**config.mk**
```make
export PLATFORM = sky130hd
export DESIGN_NAME = apb_timer
export DESIGN_NICKNAME = d
export VERILOG_FILES = /design/src/rtl/apb_timer.sv
export SDC_FILE = /design/constraint.sdc
export NUM_CORES = 1
export LEC_CHECK = 0
export ABC_AREA = 0
export CORE_MARGIN = 1.5
export CORE_UTILIZATION = 35
export CTS_BUF_LIST = sky130_fd_sc_hd__clkbuf_8
export CTS_CLUSTER_DIAMETER = 60
export CTS_CLUSTER_SIZE = 28
export DETAILED_ROUTE_END_ITERATION = 8
export PLACE_DENSITY_LB_ADDON = 0.1
export SLEW_MARGIN = 40
export SYNTH_ARGS = -nofsm -noshare
export SYNTH_HDL_FRONTEND = slang
export SYNTH_SLANG_ARGS = --single-unit
```
**constraint.sdc**
```tcl
create_clock -name apb_pclk -period 4.5 [get_ports apb_pclk]
set_clock_uncertainty 0.15 [all_clocks]
set_input_delay 1.35 -clock apb_pclk [delete_from_list [all_inputs] [get_ports apb_pclk]]
set_output_delay 1.35 -clock apb_pclk [all_outputs]
set_load 0.02 [all_outputs]
```
**src/rtl/apb_timer.sv**
```systemverilog
// 32-bit APB timer, 8-bit data bus: prescaler, compare match (periodic/one-shot), sticky MATCH/OVF, level IRQ.
// Optional coherent CNT read shadow enabled by defining TIMER_SNAPSHOT_EN.
module apb_timer #(
  parameter logic [19:0] BASE_ADDR = 20'h00000,
  parameter int unsigned PRESC_W   = 8
) (
  input  logic        apb_pclk,
  input  logic        apb_prstn,
  input  logic        apb_psel,
  input  logic [19:0] apb_paddr,
  input  logic        apb_pwrite,
  input  logic        apb_penable,
  input  logic [7:0]  apb_pwdata,
  output logic [7:0]  apb_prdata,
  output logic        timer_int
);

  logic               we;
  logic [19:0]        off;
  logic               tick;
  logic               clr;
  logic               cnt_wr;
  logic               set_match;
  logic               set_ovf;
  logic [1:0]         stat_w1c;

  logic               en_q, en_d;
  logic               oneshot_q, oneshot_d;
  logic               ie_q, ie_d;
  logic               match_q, match_d;
  logic               ovf_q, ovf_d;
  logic [PRESC_W-1:0] presc_q, presc_d;
  logic [PRESC_W-1:0] pcnt_q, pcnt_d;
  logic [31:0]        cmp_q, cmp_d;
  logic [31:0]        cnt_q, cnt_d;

  assign we        = apb_psel & apb_penable & apb_pwrite;
  assign off       = apb_paddr - BASE_ADDR;
  assign tick      = en_q & (pcnt_q == presc_q);
  assign timer_int = ie_q & match_q;

  always_comb begin
    en_d      = en_q;
    oneshot_d = oneshot_q;
    ie_d      = ie_q;
    presc_d   = presc_q;
    cmp_d     = cmp_q;
    cnt_d     = cnt_q;
    clr       = 1'b0;
    cnt_wr    = 1'b0;
    stat_w1c  = '0;
    set_match = 1'b0;
    set_ovf   = 1'b0;

    if (we) begin
      case (off)
        20'h0: begin
          en_d      = apb_pwdata[0];
          oneshot_d = apb_pwdata[1];
          ie_d      = apb_pwdata[2];
          clr       = apb_pwdata[3];
        end
        20'h1: stat_w1c = apb_pwdata[1:0];
        20'h2: presc_d = PRESC_W'(apb_pwdata);
        20'h4: cmp_d[7:0]   = apb_pwdata;
        20'h5: cmp_d[15:8]  = apb_pwdata;
        20'h6: cmp_d[23:16] = apb_pwdata;
        20'h7: cmp_d[31:24] = apb_pwdata;
        20'h8: begin cnt_d[7:0]   = apb_pwdata; cnt_wr = 1'b1; end
        20'h9: begin cnt_d[15:8]  = apb_pwdata; cnt_wr = 1'b1; end
        20'hA: begin cnt_d[23:16] = apb_pwdata; cnt_wr = 1'b1; end
        20'hB: begin cnt_d[31:24] = apb_pwdata; cnt_wr = 1'b1; end
        default: ;
      endcase
    end

    pcnt_d = (en_q && !tick) ? pcnt_q + 1'b1 : '0;

    // CLR and CPU CNT writes both swallow a coincident tick
    if (clr) begin
      cnt_d  = '0;
      pcnt_d = '0;
    end else if (!cnt_wr && tick) begin
      if (cnt_q == cmp_q) begin
        cnt_d     = '0;
        set_match = 1'b1;
        if (oneshot_q) en_d = 1'b0;
      end else if (cnt_q == '1) begin
        cnt_d   = '0;
        set_ovf = 1'b1;
      end else begin
        cnt_d = cnt_q + 32'd1;
      end
    end

    match_d = set_match | (match_q & ~stat_w1c[0]);
    ovf_d   = set_ovf   | (ovf_q   & ~stat_w1c[1]);
  end

  always_ff @(posedge apb_pclk or negedge apb_prstn) begin
    if (!apb_prstn) begin
      en_q      <= 1'b0;
      oneshot_q <= 1'b0;
      ie_q      <= 1'b0;
      match_q   <= 1'b0;
      ovf_q     <= 1'b0;
      presc_q   <= '0;
      pcnt_q    <= '0;
      cmp_q     <= '1;
      cnt_q     <= '0;
    end else begin
      en_q      <= en_d;
      oneshot_q <= oneshot_d;
      ie_q      <= ie_d;
      match_q   <= match_d;
      ovf_q     <= ovf_d;
      presc_q   <= presc_d;
      pcnt_q    <= pcnt_d;
      cmp_q     <= cmp_d;
      cnt_q     <= cnt_d;
    end
  end

`ifdef TIMER_SNAPSHOT_EN
  logic        re;
  logic [23:0] shadow_q, shadow_d;

  assign re = apb_psel & apb_penable & ~apb_pwrite;

  // reading byte 0 freezes the upper bytes so later byte reads are coherent
  always_comb shadow_d = (re && off == 20'h8) ? cnt_q[31:8] : shadow_q;

  always_ff @(posedge apb_pclk or negedge apb_prstn) begin
    if (!apb_prstn) shadow_q <= '0;
    else            shadow_q <= shadow_d;
  end
`endif

  always_comb begin
    apb_prdata = '0;
    case (off)
      20'h0: apb_prdata = {5'b0, ie_q, oneshot_q, en_q};
      20'h1: apb_prdata = {6'b0, ovf_q, match_q};
      20'h2: apb_prdata = 8'(presc_q);
      20'h4: apb_prdata = cmp_q[7:0];
      20'h5: apb_prdata = cmp_q[15:8];
      20'h6: apb_prdata = cmp_q[23:16];
      20'h7: apb_prdata = cmp_q[31:24];
      20'h8: apb_prdata = cnt_q[7:0];
`ifdef TIMER_SNAPSHOT_EN
      20'h9: apb_prdata = shadow_q[7:0];
      20'hA: apb_prdata = shadow_q[15:8];
      20'hB: apb_prdata = shadow_q[23:16];
`else
      20'h9: apb_prdata = cnt_q[15:8];
      20'hA: apb_prdata = cnt_q[23:16];
      20'hB: apb_prdata = cnt_q[31:24];
`endif
      default: apb_prdata = '0;
    endcase
  end

endmodule
```
==> run metrics, run 1 <==
most common cell in the netlist=dfrtp_1; largest net degree at the start of global routing=60; share of the synthesized area in the top cell type=23.0%; # fillers=1633; post-DP HPWL=14700 um; Reg area=2170 sq um; DRC violations left=0; Row Count=46; IO Port Bufs=41; P_leak=0.00279 uW; minimum clock period after layout=around 4.5 ns; area grow syn2layout=20.6%; Initial Utilization=36.0%; CP Launch Type=primary input; synthesized cell area=5760 sq um; Most used DFF post-synth=dfrtp_1; Crit Path Category=primary input to output port; gr usage total=24.2%; Worst Reg-to-Reg Cells=7; design area=6950 sq um; Max Cap Viol=0; Placer Congestion=0.909; syn nets=624; diodes inserted=0; Critical Path End Type=output port; Pre-antenna DRT Iters=5; crit share post-route=99.1%; NumNets Final=690; number of global-route vias before repair=4989; total gr overflow=0; Die Span X=between 100 and 150 um; Yosys reg bits=85; PwrDens=roughly 210 nW/um^2; syn_area_per_cell=9.78 sq um; clock-pin slew on the worst setup and hold paths=0.10 ns; Worst Path Required=3.00 ns; Final Hold Fails=0; top cells by area, synth=dfrtp_1 (23%), dfstp_2 (15%), mux2_2 (6.8%); RSZ-0062 raised after global routing=yes; Multi-input gate area=between 3000 and 4000 sq um; DR vias=5232; antenna violations before repair=0; WHS Path Cells=1; first-pass GRT wire length=32000 um; register area share after synthesis=37.6%; Post-Layout Cell Count=876; layout cell share with drive strength beyond 1=between 30% and 40%; Sink Count=85; Slowest Stage Delay on Critical Path=0.29 ns; Max IR drop VDD=114 uV; H-tree depth=3; status=finished clean; Critical Path AT=2.96 ns; Slew HR=60.9%; CP max stage cell=or2_4; DR iter-0 viols=466; post-layout util=43.4%; final WL=20400 um; Fmax achieved=224 MHz; critical path fanouts, max=4; Clock Tree Buf Depth=2; routed wire length per instance=between 20 and 25 um; top cell types by occurrence after synthesis=dfrtp_1 (53), nor2_1 (50), nand2_1 (42); Routed Antenna Nets=0; CTS tree=yes; core area=16000 sq um; Final setup viols=0; Ports=42; Inst Count DP=852; Yosys cell types=58; Slew @ Worst Pin=0.586 ns; CTS buffer count=9; post-DR vias/cell=5.97; Hold Worst Slack=0.360 ns; Yosys warning count=0; max-slew violations=0; Syn Inst Count=589; Die H=131 um; cells along the critical path=dlygate4sd2_1 -> nor4_4 -> nand4_4 -> or2_4 -> buf_6 -> a21oi_2 -> a31oi_1 -> o2111ai_1 -> buf_4; Root Buffer=clkbuf_8; ys async rst share=100%; leading area contributor after synthesis=dfrtp_1; clk_lat worst skew=0.39 ns; placed cell areas=6630 sq um; Post-synth EDFFs=0; die area=17200 sq um; HP Class=flip-flop to flip-flop
-- layout make-up --
class                   count  share of cell area [%]
clock buffers              10                    1.98
clock inverters             6                   0.775
inverters                  10                   0.540
multi-input cells         456                    49.4
flip-flops and latches     85                    31.2
well taps                 216                    3.89
repair buffers             93                    12.3
-- through the flow --
step / setup WS, ns / total power (uW) / setup TNS (ns)
2_1_floorplan: 0.0225 / 817 / 0
4_1_cts: 0.00498 / 1470 / 0
3_5_place_dp: -0.903 / 904 / -6.65
5_1_grt: -0.0440 / 1510 / -0.0440
6_report: 0.0427 / 1450 / 0
3_3_place_gp: -0.901 / 903 / -6.56
-- cells in the final DEF, fill, tap and decap left out, drive strengths merged, types with 13 or more instances in the layout --
| cell type | Yosys | layout |
|---|---|---|
| o31ai | 33 | 33 |
| and3 | 14 | 14 |
| nand3 | 34 | 34 |
| clkbuf | 9 | 13 |
| dfrtp | 53 | 53 |
| nand2 | 45 | 45 |
| dfstp | 32 | 32 |
| inv | 10 | 13 |
| mux2 | 35 | 35 |
| buf | 29 | 69 |
| o41ai | 17 | 17 |
| nor2 | 52 | 52 |
| xnor2 | 35 | 35 |
| nand4 | 17 | 17 |
| o21ai | 32 | 32 |
| a32o | 26 | 26 |
| a21oi | 17 | 17 |
-- worst max-delay path: cells and delay by family --
kind / cells / cell delay [ns]
AOI/OAI and AO/OA: 3 / 0.39
and+or+nand+nor: 3 / 0.64
buffers and inverters: 3 / 0.58
-- final timing paths --
| check | from | to | slack (ns) |
|---|---|---|---|
| max | apb_paddr[5] | apb_prdata[0] | 0.04 |
| min | oneshot_q$_DFFE_PN0P_ | en_q$_DFF_PN0_ | 0.36 |
| max reg2reg | cnt_q[0]$_DFFE_PN0P_ | cnt_q[27]$_DFFE_PN0P_ | 1.33 |
| min reg2reg | oneshot_q$_DFFE_PN0P_ | en_q$_DFF_PN0_ | 0.36 |
| max in group asynchronous | apb_prstn | cmp_q[25]$_DFFE_PN1P_ | 2.71 |
| min in group asynchronous | apb_prstn | cnt_q[2]$_DFFE_PN0P_ | 0.77 |
-- repair_timing --
item                       in CTS  in global routing
hold buffers                    0                  0
gates cloned                    2                  0
setup endpoints to repair       8                  7
buffers inserted                5                  1
resized for setup             104                 18
pin swaps                       9                  8
-- sequential cells by signal, indices dropped and copies added (netlist names) --
| register | cells |
|---|---|
| en_q | 1 |
| ie_q | 1 |
| presc_q | 8 |
| match_q | 1 |
| oneshot_q | 1 |
| pcnt_q | 8 |
| cnt_q | 32 |
| ovf_q | 1 |
| cmp_q | 32 |
-- logic make-up (layout without fill, tap and decap cells) --
kind of cell | after synthesis | after routing | synth area share [%]
AOI/OAI and AO/OA | 153 | 153 | 20.4
xor gates and xnor gates | 46 | 46 | 6.99
muxes | 52 | 52 | 11.1
buffers and inverters | 48 | 119 | 4.21
adders and majority gates | 2 | 2 | 0.434
and+or+nand+nor | 203 | 203 | 19.3
DFF | 85 | 85 | 37.6
-- power breakdown --
part | internal, uW | switching [uW] | leakage, uW
sequential | 765 | 0.0927 | 0.000950
clock | 225 | 328 | 0.0000954
combinational | 55.6 | 78.2 | 0.00174
total | 1050 | 407 | 0.00279
-- per-layer routing --
layer | up-vias | track usage [%] | routed length [um]
met1 | 2650 | 35.6 | 9740
met2 | 187 | 36.8 | 9270
met4 | 0 | 8.21 | 420
met5 | - | 0 | 0
met3 | 23 | 2.89 | 952
li1 | 2372 | - | -
No activity file was read; power rests on OpenSTA's default activity.
==> inputs of run 2 (changes only) <==
--- a/config.mk
+++ b/config.mk
@@ -12,6 +12,7 @@
 export CTS_CLUSTER_DIAMETER = 60
 export CTS_CLUSTER_SIZE = 28
 export DETAILED_ROUTE_END_ITERATION = 8
+export DONT_BUFFER_PORTS = 1
 export PLACE_DENSITY_LB_ADDON = 0.1
 export SLEW_MARGIN = 40
 export SYNTH_ARGS = -nofsm -noshare
==> run 2 against run 1 <==
  * Design area decreased by 10%
  * Hold slack got worse by 0.0020 ns
  * Sequential cell count unchanged
  * Via count decreased by 6.6%
  * First-iteration DRC count decreased by 19%
  * Worst setup slack improved by 0.049 ns
  * Combinational power decreased by 68%
  * Largest cell class unchanged
  * Highest routed layer unchanged
==> run metrics, run 2 (same netlist as run 1, synthesis figures left out) <==
status=finished clean; post-DP HPWL=between 10000 and 15000 um; Sink Count=85; DR vias=between 4000 and 5000; PwrDens=between 200 and 250 nW/um^2; CP Launch Type=primary input; Final setup viols=0; DRC violations left=0; post-layout util=38.9%; WHS Path Cells=1; most common cell after layout, fill and taps aside=dfrtp_1; Clock Tree Buf Depth=2; Die H=131 um; HP Class=flip-flop to flip-flop; routed wire length per instance=24.2 um; Row Count=46; final WL=19400 um; Routed Antenna Nets=0; antenna violations before repair=0; design area=6220 sq um; DR iter-0 viols=377; Setup WS pre-CTS=0.00129 ns; RSZ-0062 raised after global routing=no; placed cell areas=5980 sq um; CTS tree=yes; Slew @ Worst Pin=roughly 0.71 ns; Critical Path End Type=output port; Post-Layout Cell Count=802; P_leak=0.00239 uW; first-pass GRT wire length=30500 um; layout cell share with drive strength beyond 1=23.4%; Max Cap Viol=0; largest net degree at the start of global routing=86; Slowest Stage Delay on Critical Path=0.32 ns; CP max stage cell=nor4_4; number of global-route vias before repair=4881; post-DR vias/cell=6.09; Top Registers=cmp_q (32), cnt_q (32); total gr overflow=0; Max IR drop VDD=about 120 uV; Ports=42; Worst Reg-to-Reg Cells=7; gr usage total=23.0%; Worst Path Required=around 3.0 ns; postcts setup bufs=0; Pre-antenna DRT Iters=5; Root Buffer=clkbuf_8; cells along the critical path=nor4_4 -> nand4_4 -> or2_1 -> buf_4 -> a21oi_1 -> a31oi_1 -> o2111ai_1 -> buf_4; Critical Path AT=2.91 ns; most used cell, CP=buf_4; critical path fanouts, max=4; CTS buffer count=9; Crit Path Category=primary input to output port; core area=16000 sq um; die area=17200 sq um; area grow syn2layout=8.01%; Fmax achieved=227 MHz; IO Port Bufs=0; # fillers=1643; Inst Count DP=785; NumNets Final=616; H-tree depth=3; minimum clock period after layout=4.41 ns; Initial Utilization=36.0%; Placer Congestion=0.875; Slew HR=52.1%; crit share post-route=98.0%; Final WS setup=0.0919 ns; Final Hold Fails=0; Die Span X=131 um; commonest cells after routing, fill and taps aside=dfrtp_1 (53), nor2_1 (49), nand2_1 (42), mux2_2 (35), xnor2_1 (35); clk_lat worst skew=slightly below 0.4 ns; max-slew violations=0; clock-pin slew on the worst setup and hold paths=0.09 ns; diodes inserted=0
## run 2: changes by cell type in the layout (fill, tap and decap cells not counted), sizes merged
cell           delta
clkdlybuf4s50    -12
clkinv            +1
clkbuf            -4
bufbuf            -2
buf              -50
dlygate4sd2       -4
clkdlybuf4s15     -3
## run 2: stage by stage
stage          total power [uW]  setup TNS [ns]  hold slack (ns)
6_report                   1330               0            0.358
5_1_grt                    1380               0            0.384
4_1_cts                    1340               0            0.347
3_5_place_dp                820               0            0.323
3_3_place_gp                820         -0.0211            0.314
2_1_floorplan               817               0            0.291
## run 2: final timing paths
path | to | slack [ns] | from
min in group asynchronous | cnt_q[19]$_DFFE_PN0P_ | 0.50 | apb_prstn
worst max register to register | cnt_q[2]$_DFFE_PN0P_ | 1.24 | cnt_q[0]$_DFFE_PN0P_
worst max-delay path | apb_prdata[0] | 0.09 | apb_paddr[6]
max in group asynchronous | cmp_q[15]$_DFFE_PN1P_ | 3.47 | apb_prstn
worst min register to register | en_q$_DFF_PN0_ | 0.36 | oneshot_q$_DFFE_PN0P_
worst min-delay path | en_q$_DFF_PN0_ | 0.36 | oneshot_q$_DFFE_PN0P_
## run 2: critical path, delay by kind of cell
family / cells / cell delay [ns]
buffers and inverters: 2 / 0.36
AO/OA/AOI/OAI: 3 / 0.43
AND/OR/NAND/NOR: 3 / 0.76
## run 2: area by class of cell
type                    instances  area, sq um  area share (%)
multi-input cells             456         3400            54.6
flip-flops and latches         85         2170            34.8
well taps                     216          270            4.34
repair buffers                 19          175            2.82
clock buffers                   9          124            1.99
clock inverters                 7         51.3           0.824
inverters                      10         37.5           0.603
## run 2: power breakdown
part	internal, uW	switching (uW)	total, uW
logic	16.2	26.6	42.8
clock network	204	321	525
registers	765	0.101	765
## run 2: what timing repair did
action / in CTS / in global routing
pin swaps: 0 / 0
gates cloned: 0 / 0
hold endpoints to repair: 0 / 0
hold buffers: 0 / 0
endpoints found under the setup margin: 1 / 4
gates resized for setup: 1 / 7
## run 2: routing by layer
layer / vias to the layer above / track usage, % / routed length [um]
met2: 189 / 34.1 / 8500
met1: 2447 / 33.3 / 9170
met3: 24 / 4.28 / 1270
met5: - / 0 / 0
li1: 2227 / - / -
met4: 0 / 8.64 / 430
==> inputs of run 3 (changes only) <==
--- a/config.mk
+++ b/config.mk
@@ -8,7 +8,7 @@
 export ABC_AREA = 0
 export CORE_MARGIN = 1.5
 export CORE_UTILIZATION = 35
-export CTS_BUF_LIST = sky130_fd_sc_hd__clkbuf_8
+export CTS_BUF_LIST = sky130_fd_sc_hd__clkbuf_2
 export CTS_CLUSTER_DIAMETER = 60
 export CTS_CLUSTER_SIZE = 28
 export DETAILED_ROUTE_END_ITERATION = 8
@@ -18,3 +18,4 @@
 export SYNTH_ARGS = -nofsm -noshare
 export SYNTH_HDL_FRONTEND = slang
 export SYNTH_SLANG_ARGS = --single-unit
+export TNS_END_PERCENT = 100
==> constraint.sdc (replaced) <==
create_clock -name apb_pclk -period 5.1 [get_ports apb_pclk]
set_clock_uncertainty 0.15 [all_clocks]
set_input_delay 1.53 -clock apb_pclk [delete_from_list [all_inputs] [get_ports apb_pclk]]
set_output_delay 1.53 -clock apb_pclk [all_outputs]
set_load 0.02 [all_outputs]
==> run 3 against run 2 <==
  * Non-clock buffer count decreased by 5
  * Largest power group unchanged
  * Global-route usage decreased by 0.12 points
  * Critical endpoint is now apb_prdata[7]
  * Cell count decreased by 0.62%
  * Clock-buffer cell count increased by 1
  * Largest cell class unchanged
  * Via count increased by 2.2%
==> run metrics, run 3 (same netlist as run 1, synthesis figures left out) <==
status=finished clean; M2 GR Usage=33.9%; first-pass GRT wire length=between 30000 and 40000 um; final WL=between 15000 and 20000 um; gr usage total=22.9%; most common cell after layout, fill and taps aside=dfrtp_1; Sink Count=between 80 and 90; Max Cap Viol=0; minimum clock period after layout=~5 ns; crit path buf inv count=2; Slowest Stage Delay on Critical Path=0.35 ns; Post-Route Setup TNS=0 ns; die area=between 15000 and 20000 sq um; number of global-route vias before repair=4763; Worst Reg-to-Reg Cells=7; routed wire length per instance=24.3 um; Initial Utilization=36.0%; Slew @ Worst Pin=0.823 ns; Row Count=46; CP Launch Type=primary input; CP max stage cell=nor4_2; kind of cell adding the most delay to the critical path=simple AND/OR/NAND/NOR gates; WHS Path Cells=1; most used cell, CP=buf_4; RSZ-0062 raised after global routing=no; clock-pin slew on the worst setup and hold paths=0.24 ns; GRT busiest layer=met2; Worst Path Required=3.42 ns; Root Buffer=clkbuf_2; WP depth=8; CTS Hold Bufs=0; post-DP HPWL=14000 um; Max IR drop VDD=between 90 and 100 uV; Ports=42; Slew HR=44.6%; antenna violations before repair=0; Routed Antenna Nets=0; layout cell share with drive strength beyond 1=22.4%; NumNets Final=around 600; design area=roughly 6100 sq um; commonest cells after routing, fill and taps aside=dfrtp_1 (53), nor2_1 (50), nand2_1 (42), mux2_2 (35), xnor2_1 (35); DRC violations left=0; Clock Tree Buf Depth=2; post-DR vias/cell=6.27; Multi-input gate area=3360 sq um; Final Hold Fails=0; placed cell areas=5940 sq um; post-cts resize count=0; max-slew violations=0; crit share post-route=between 90 and 100%; HP Class=flip-flop to flip-flop; area grow syn2layout=5.15%; P_leak=roughly 0.0023 uW; cells along the critical path=nor4_2 -> nand4_4 -> nor2_1 -> and2_1 -> buf_4 -> a22oi_1 -> o21ai_0 -> buf_4; M3 GR Usage=roughly 4.8%; Critical Path End Type=output port; Top Registers=cmp_q (32), cnt_q (32); clk_lat worst skew=0.60 ns; CTS buffer count=9; PwrDens=179 nW/um^2; DR iter-0 viols=468; postcts setup bufs=0; Reg area=2170 sq um; largest net degree at the start of global routing=86; Critical Path AT=3.23 ns; diodes inserted=0; IO Port Bufs=0; H-tree depth=3; total gr overflow=0; Die Span X=131 um; M1 GR Usage=33.5%; post-layout util=37.9%; DR vias=4995; Crit Path Category=primary input to output port; Placer Congestion=just over 0.9; Pre-antenna DRT Iters=5; Fmax achieved=about 200 MHz; critical path fanouts, max=3; Die H=~130 um; reg2reg setup slack=~1.9 ns; Final setup viols=0; # fillers=1667; CTS tree=yes; core area=16000 sq um
## run 3: cell types whose count changed in the layout (fill, tap and decap cells not counted), moves of 2 or more
cell | before | now
nor4_4 | 4 | 0
clkbuf_2 | 0 | 10
nor4_2 | 1 | 5
inv_6 | 2 | 0
o21ai_1 | 7 | 5
clkbuf_8 | 9 | 0
o21ai_0 | 24 | 27
buf_4 | 17 | 13
## run 3: path summary, 6_finish.rpt
path / from / end
min in group asynchronous: apb_prstn / cnt_q[0]$_DFFE_PN0P_
setup reg to reg: cnt_q[0]$_DFFE_PN0P_ / cnt_q[27]$_DFFE_PN0P_
max in group asynchronous: apb_prstn / cmp_q[30]$_DFFE_PN1P_
setup / recovery: apb_paddr[13] / apb_prdata[7]
hold reg to reg: oneshot_q$_DFFE_PN0P_ / en_q$_DFF_PN0_
hold / removal: oneshot_q$_DFFE_PN0P_ / en_q$_DFF_PN0_
## run 3: cell type report
type | count | area share (%)
clock inverters | 6 | 1.05
repair buffers | 14 | 1.86
inverters | 10 | 0.620
well taps | 216 | 4.46
flip-flops and latches | 85 | 35.8
clock buffers | 10 | 0.826
multi-input cells | 456 | 55.4
## run 3: power by group
| part | switching (uW) | total, uW | internal (uW) |
|---|---|---|---|
| Combinational | 22.9 | 36.3 | 13.4 |
| Sequential | 0.0889 | 677 | 677 |
| Clock | 257 | 371 | 114 |
| Total | 280 | 1080 | 805 |
## run 3: routing by layer
metal  part of all wire, %  wire (um)
met5                     0          0
met3                   7.2       1400
met1                    47       9020
met4                   2.0        382
met2                    44       8530
## run 3: stage by stage
stage | hold WS (ns) | power, uW | setup WS (ns) | std cells
floorplan | 0.291 | 721 | 0.233 | 589
global placement | 0.335 | 723 | 0.184 | 780
detailed placement | 0.329 | 723 | 0.221 | 781
CTS | 0.357 | 1100 | 0.196 | 797
global route | 0.328 | 1130 | 0.0964 | 797
finish | 0.355 | 1080 | 0.191 | 797
